--- src/rtl/if_fetch_queue.sv ---
// ----------------------------------------------------------------------------
// if_fetch_queue
//
// Instruction-fetch stage of a 5-stage MIPS pipeline, sitting directly in
// front of decode. It owns the fetch PC, issues word fetches to a
// variable-latency instruction memory (req/ready handshake, in-order rvalid),
// buffers returned instructions in a small FIFO and drives the IF/ID register.
// A hazard freeze holds IF/ID. A taken branch from EXE redirects the PC and
// squashes everything younger: buffered entries are flushed and responses
// still in flight are counted off and discarded as they arrive.
//
// Ports
//   clk            in   rising-edge clock
//   rst            in   asynchronous, active-low reset
//   freeze         in   hazard stall: hold IF/ID outputs, no FIFO pop
//   branch_taken   in   redirect request from EXE
//   branch_addr    in   redirect target (word-aligned byte address)
//   imem_req       out  fetch request valid
//   imem_addr      out  fetch address (current fetch PC)
//   imem_ready     in   memory accepts the request this cycle
//   imem_rvalid    in   response valid (in order, no back-pressure)
//   imem_rdata     in   fetched instruction word
//   if_pc          out  PC+4 of the delivered instruction
//   if_instruction out  delivered instruction, 32'b0 (NOP) on a bubble
//   if_valid       out  if_instruction holds a real instruction
// ----------------------------------------------------------------------------
module if_fetch_queue #(
  parameter int DEPTH = 4,   // FIFO entries; also caps in-flight + buffered fetches
  parameter int AW    = 32   // PC / address width
) (
  input  logic          clk,
  input  logic          rst,
  input  logic          freeze,
  input  logic          branch_taken,
  input  logic [AW-1:0] branch_addr,
  output logic          imem_req,
  output logic [AW-1:0] imem_addr,
  input  logic          imem_ready,
  input  logic          imem_rvalid,
  input  logic [31:0]   imem_rdata,
  output logic [AW-1:0] if_pc,
  output logic [31:0]   if_instruction,
  output logic          if_valid
);

  localparam int PTR_W = (DEPTH > 1) ? $clog2(DEPTH) : 1;
  localparam int OCC_W = PTR_W + 1;
  // pending can exceed DEPTH after back-to-back redirects (stale fetches are
  // still outstanding while new ones issue), so it gets extra headroom.
  localparam int CNT_W = PTR_W + 4;
  localparam logic [CNT_W-1:0] PEND_MAX = '1;

  // --------------------------------------------------------------------------
  // State
  // --------------------------------------------------------------------------
  logic [AW-1:0]    fetch_pc_q, fetch_pc_d;
  logic [PTR_W-1:0] wr_ptr_q,   wr_ptr_d;
  logic [PTR_W-1:0] rd_ptr_q,   rd_ptr_d;
  logic [OCC_W-1:0] count_q,    count_d;
  logic [CNT_W-1:0] pending_q,  pending_d;
  logic [CNT_W-1:0] drop_cnt_q, drop_cnt_d;
  logic [AW-1:0]    if_pc_q,    if_pc_d;
  logic [31:0]      if_instr_q, if_instr_d;
  logic             if_valid_q, if_valid_d;

  logic [31:0]      fifo_instr_q [DEPTH];
  logic [AW-1:0]    fifo_pc_q    [DEPTH];

  // --------------------------------------------------------------------------
  // Request credit and response classification
  // --------------------------------------------------------------------------
  logic [CNT_W-1:0] live;          // accepted requests whose response will be kept
  logic [CNT_W-1:0] occ_plus_live;
  logic             issue;
  logic             rvalid_ok;     // response matching an outstanding request
  logic             drop_resp;
  logic             live_resp;
  logic [AW-1:0]    resp_addr;     // address of the request this response answers
  logic             push;
  logic             pop;

  assign live          = pending_q - drop_cnt_q;
  assign occ_plus_live = CNT_W'(count_q) + live;

  // Credit uses registered counts only: a pop in this cycle does not free a
  // slot for a request in this same cycle.
  assign imem_req  = !branch_taken && (occ_plus_live < CNT_W'(DEPTH)) &&
                     (pending_q != PEND_MAX);
  assign imem_addr = fetch_pc_q;
  assign issue     = imem_req && imem_ready;

  // An rvalid with nothing outstanding is a protocol error and is ignored.
  assign rvalid_ok = imem_rvalid && (pending_q != '0);
  assign drop_resp = rvalid_ok && (drop_cnt_q != '0);
  assign live_resp = rvalid_ok && (drop_cnt_q == '0);

  // Live requests cover a contiguous run of words ending just below fetch_pc,
  // so the oldest one (the one answering now) sits live words back.
  assign resp_addr = fetch_pc_q - (AW'(live) << 2);

  // --------------------------------------------------------------------------
  // Next-state logic
  // --------------------------------------------------------------------------
  // NOTE: every signal gets its default before any branch so that no path
  // leaves a value unassigned, which would infer a latch.
  always_comb begin
    fetch_pc_d = fetch_pc_q;
    wr_ptr_d   = wr_ptr_q;
    rd_ptr_d   = rd_ptr_q;
    count_d    = count_q;
    pending_d  = pending_q;
    drop_cnt_d = drop_cnt_q;
    if_pc_d    = if_pc_q;
    if_instr_d = if_instr_q;
    if_valid_d = if_valid_q;
    push       = 1'b0;
    pop        = 1'b0;

    if (branch_taken) begin
      // Redirect beats freeze. Every outstanding fetch is now stale, including
      // one answering this very cycle, which is simply not enqueued.
      fetch_pc_d = branch_addr;
      wr_ptr_d   = '0;
      rd_ptr_d   = '0;
      count_d    = '0;
      pending_d  = pending_q - CNT_W'(rvalid_ok);
      drop_cnt_d = pending_q - CNT_W'(rvalid_ok);
      if_valid_d = 1'b0;
      if_instr_d = '0;
    end else begin
      if (issue) begin
        fetch_pc_d = fetch_pc_q + AW'(4);
      end
      pending_d = pending_q + CNT_W'(issue) - CNT_W'(rvalid_ok);
      if (drop_resp) begin
        drop_cnt_d = drop_cnt_q - CNT_W'(1);
      end

      if (freeze) begin
        // IF/ID held; responses still land in the FIFO.
        push = live_resp;
      end else if (count_q != '0) begin
        pop        = 1'b1;
        push       = live_resp;
        if_valid_d = 1'b1;
        if_instr_d = fifo_instr_q[rd_ptr_q];
        if_pc_d    = fifo_pc_q[rd_ptr_q];
      end else if (live_resp) begin
        // Empty FIFO: forward the response straight into IF/ID.
        if_valid_d = 1'b1;
        if_instr_d = imem_rdata;
        if_pc_d    = resp_addr + AW'(4);
      end else begin
        if_valid_d = 1'b0;
        if_instr_d = '0;
      end

      if (push) wr_ptr_d = wr_ptr_q + PTR_W'(1);
      if (pop)  rd_ptr_d = rd_ptr_q + PTR_W'(1);
      count_d = count_q + OCC_W'(push) - OCC_W'(pop);
    end
  end

  // --------------------------------------------------------------------------
  // Control and output registers
  // --------------------------------------------------------------------------
  // NOTE: sequential state is written with non-blocking assignments so every
  // register samples the pre-edge values regardless of statement order.
  always_ff @(posedge clk or negedge rst) begin
    if (!rst) begin
      fetch_pc_q <= '0;
      wr_ptr_q   <= '0;
      rd_ptr_q   <= '0;
      count_q    <= '0;
      pending_q  <= '0;
      drop_cnt_q <= '0;
      if_pc_q    <= '0;
      if_instr_q <= '0;
      if_valid_q <= 1'b0;
    end else begin
      fetch_pc_q <= fetch_pc_d;
      wr_ptr_q   <= wr_ptr_d;
      rd_ptr_q   <= rd_ptr_d;
      count_q    <= count_d;
      pending_q  <= pending_d;
      drop_cnt_q <= drop_cnt_d;
      if_pc_q    <= if_pc_d;
      if_instr_q <= if_instr_d;
      if_valid_q <= if_valid_d;
    end
  end

  // NOTE: FIFO storage has no reset; count_q alone says which entries are
  // meaningful, so clearing the array would only cost reset routing.
  always_ff @(posedge clk) begin
    if (push) begin
      fifo_instr_q[wr_ptr_q] <= imem_rdata;
      fifo_pc_q[wr_ptr_q]    <= resp_addr + AW'(4);
    end
  end

  assign if_pc          = if_pc_q;
  assign if_instruction = if_instr_q;
  assign if_valid       = if_valid_q;

endmodule

--- config.mk ---
export PLATFORM = sky130hd
export DESIGN_NAME = if_fetch_queue
export DESIGN_NICKNAME = d
export VERILOG_FILES = /design/src/rtl/if_fetch_queue.sv
export SDC_FILE = /design/constraint.sdc
export NUM_CORES = 1
export LEC_CHECK = 0
export CAP_MARGIN = 15
export CORE_AREA = 2 2 213 215
export CTS_CLUSTER_SIZE = 16
export DETAILED_ROUTE_END_ITERATION = 16
export DIE_AREA = 0 0 215 217
export DONT_BUFFER_PORTS = 1
export HOLD_SLACK_MARGIN = 0.1
export PLACE_DENSITY = 0.62
export SYNTH_ARGS = -nofsm -noshare
export SYNTH_HDL_FRONTEND = slang
export SYNTH_SLANG_ARGS = --single-unit
--- constraint.sdc ---
create_clock -name clk -period 12.3 [get_ports clk]
set_input_delay 1.845 -clock clk [delete_from_list [all_inputs] [get_ports clk]]
set_output_delay 1.845 -clock clk [all_outputs]
set_load 0.05 [all_outputs]
==> impl_results.md <==
- DR DRC count: 0
- Num rows: between 70 and 80
- Core Util, Final: 0.434
- Slew Limit Fails: 0
- DR iter-0 viols: a little over 600
- Hold crit path type: reg2reg
- RSZ-0062 raised after global routing: false
- Pre-CTS setup slack: ~7 ns
- Static leakage: a little over 7 nW
- Post-CTS sizing: 0
- Max Clk Rate: around 170 MHz
- R2R Path Start: pending_q[0]$_DFF_PN0_
- Hold Startpoint: wr_ptr_q[1]$_DFFE_PN0P_
- WL/cell: 20.8 µm
- Final Cycle Share: 0.475
- Share of layout cells above drive strength 1: 0.112
- Post-DP HPWL: 25.5 mm
- Overall routing resource usage: 0.173
- Die area: approximately 47,000 µm²
- Placer Congestion: between 0.8 and 0.9
- Total grt overflow: 0
- CP Class: reg2out
- Die width: approximately 220 µm
- Clock Latency Late Sink: 0.57 ns
- Yosys reg bits: about 370
- Syn Area/Cell: around 14 µm²
- Hold Buf Count CTS: 0
- Placed Cells: approximately 1,800
- Internal power: ~0.003 W
- Die height: between 200 and 250 µm
- Seq/Total Area, Yosys: 0.605
- Drt via density: ~5.4
- Antenna Cells: 0
- Most used DFF post-synth: edfxtp_1
- Post-Layout Cell Count: ~1,900
- Synth top cells by count: 256 x edfxtp_1, 137 x nand2_1, 116 x dfrtp_1, 87 x ha_1, 77 x o21ai_0
- Fin Setup TNS: 0 ns
- Routed WL: 40.0 mm
- Synth top area cells: edfxtp_1 44%, dfrtp_1 17%, mux4_2 8.2%
- PnR worst setup slack: 6.46 ns
- Synth Net Count: between 1,000 and 1,500
- Crit path time final: about 5.8 ns
- Run status: complete, no violations
- Crit Path Max Fanout: 3
- PwrDens: around 250 nW/µm²
- Top cell type's share of synthesized area: 0.439
- Hold Fails Final Rpt: 0
- # setup viols final: 0
- Max IR drop VDD: slightly below 0.2 mV
- CP startpoint: pending_q[0]$_DFF_PN0_
- Final Instance Area: 19,400 µm²
- Area of placed instances: 18,100 µm²
- Mapped Cells: around 1,300
- Clk network pwr share: 0.240
- Worst r2r dst: if_pc[26]$_DFFE_PN0P_
- Crit path DAT: 4.00 ns
- Number of port buffers: 0
- 1st-pass router iterations: 4
- CP endpoint kind: output port
- Max-cap violations: 0
- Worst Max-Slew Pin Slew: about 1.1 ns
- Via count: 10,300
- # nets final: roughly 1,400
- Core area: around 45,000 µm²
- CTS tree: built
- Reg2reg setup slack: a little over 7 ns
- Worst Skew: 0.0212 ns
- Max Buffers Root-to-Sink: 3
- Vias in the first global route: between 10,000 and 15,000
- Critical Path Source Type: register
- R2R cell count: 18
- YS warnings: 0
- Post-CTS Setup Bufs: 0
- Seq pwr share: 0.429
- CTS root buf: clkbuf_16
- Max-slew headroom: 0.252
- Total CTS buffers: ~40
- Combinational share of power: 0.332
- EDFF count, synth: ~260
- CTS clock-pin slew for the worst setup and hold paths: approximately 0.060 ns
- Area growth syn-to-layout: 10.9%
- Remaining antenna violation count: 0
- Switching Share: 0.400
- Mapped cell area: around 18,000 µm²
- Ports: between 150 and 200
- Post-synth ARST share: 0.312
- Area leader, netlist: edfxtp_1
- # H-tree levels: 2
- Filler cells: 4,061
- Largest net degree at the start of global routing: between 100 and 150
- Net Sw Power: around 0.0020 W
- CP Data Required Time: roughly 10 ns
- Initial Util: 0.392
- Cell with the most instances after synthesis: edfxtp_1
- Distinct cells, synth: 53
- Worst Setup EP: imem_req
- Global-route wire length before repair: about 62 mm
- Clock sink count: 372
- Initial antenna violation count: 0
==> cells in the final DEF, fill, tap and decap left out, types with 47 or more instances in the layout <==
cell type and instances:
edfxtp_1 256, nand2_1 137, dfrtp_1 114, ha_1 87, o21ai_0 77, nor2_1 69, mux4_2 64, inv_1 62
xnor2_1 54, a21oi_1 47
==> logic make-up (layout without fill, tap and decap cells) <==
| group | count (synthesis) | count (layout) | synth area share |
|---|---|---|---|
| flip-flops | 372 | 372 | 0.605 |
| AO/OA/AOI/OAI | 222 | 222 | 0.0797 |
| multiplexers | 105 | 105 | 0.106 |
| AND/OR/NAND/NOR | 306 | 306 | 0.0781 |
| buffers and inverters | 122 | 146 | 0.0266 |
| adder cells (fa/ha/maj) | 90 | 90 | 0.0656 |
| XOR/XNOR | 77 | 77 | 0.0390 |
==> per-stage QoR <==
step | total power, W | hold slack, ns
2_1_floorplan | 0.00330 | 0.542
3_3_place_gp | 0.00372 | 0.567
3_5_place_dp | 0.00376 | 0.593
4_1_cts | 0.00495 | 0.607
5_1_grt | 0.00521 | 0.628
6_report | 0.00490 | 0.605
==> per-layer routing <==
layer  vias to the layer above  global-route usage  share of wire
met1                      5179               0.224           0.44
li1                       4775                   -              -
met2                       286               0.289           0.47
met3                        65              0.0408          0.065
met4                         0              0.0577          0.023
met5                         -                   0              0
==> worst min-delay path by stage <==
stage          slack, ns  cells past startpoint                 endpoint
3_5_place_dp        0.59                      2  wr_ptr_q[1]$_DFFE_PN0P_
4_1_cts             0.61                      2  wr_ptr_q[1]$_DFFE_PN0P_
6_report            0.61                      2  wr_ptr_q[1]$_DFFE_PN0P_
2_1_floorplan       0.54                      2  wr_ptr_q[1]$_DFFE_PN0P_
5_1_grt             0.63                      2  wr_ptr_q[1]$_DFFE_PN0P_
3_3_place_gp        0.57                      2  wr_ptr_q[1]$_DFFE_PN0P_
==> worst max-delay path: stages (launching register included) <==
cell and delay, ns:
dfrtp_1 0.40, inv_1 0.11, ha_1 0.17, inv_1 0.05
fa_1 0.46, ha_1 0.28, a31oi_1 0.24, nand2_1 0.08
mux2_2 0.27, or4_1 0.51, a21boi_1 0.85
==> sequential cells by signal (all words and copies together), names as in the netlist <==
signal / count
if_valid: 1
count_q: 3
imem_addr: 32
if_instruction: 32
fifo_instr_q: 128
drop_cnt_q: 6
pending_q: 6
if_pc: 32
wr_ptr_q: 2
rd_ptr_q: 2
fifo_pc_q: 128
==> power groups by stage <==
stage / combinational [W] / clock, W / sequential [W]
after global placement: 0.00159 / 0 / 0.00213
after floorplan: 0.00126 / 0 / 0.00203
after global routing: 0.00183 / 0.00125 / 0.00212
final: 0.00162 / 0.00117 / 0.00210
after detailed placement: 0.00162 / 0 / 0.00214
after CTS: 0.00163 / 0.00121 / 0.00211
==> final cells by class <==
class                   instances  area [µm²]  area share
well taps                     600         751      0.0387
repair buffers                  8        60.1     0.00309
flip-flops and latches        372       10600       0.546
inverters                      62         233      0.0120
clock buffers                  54        1100      0.0565
multi-input cells             800        6490       0.334
clock inverters                22         184     0.00948
Power figures use the tool's default switching activity.
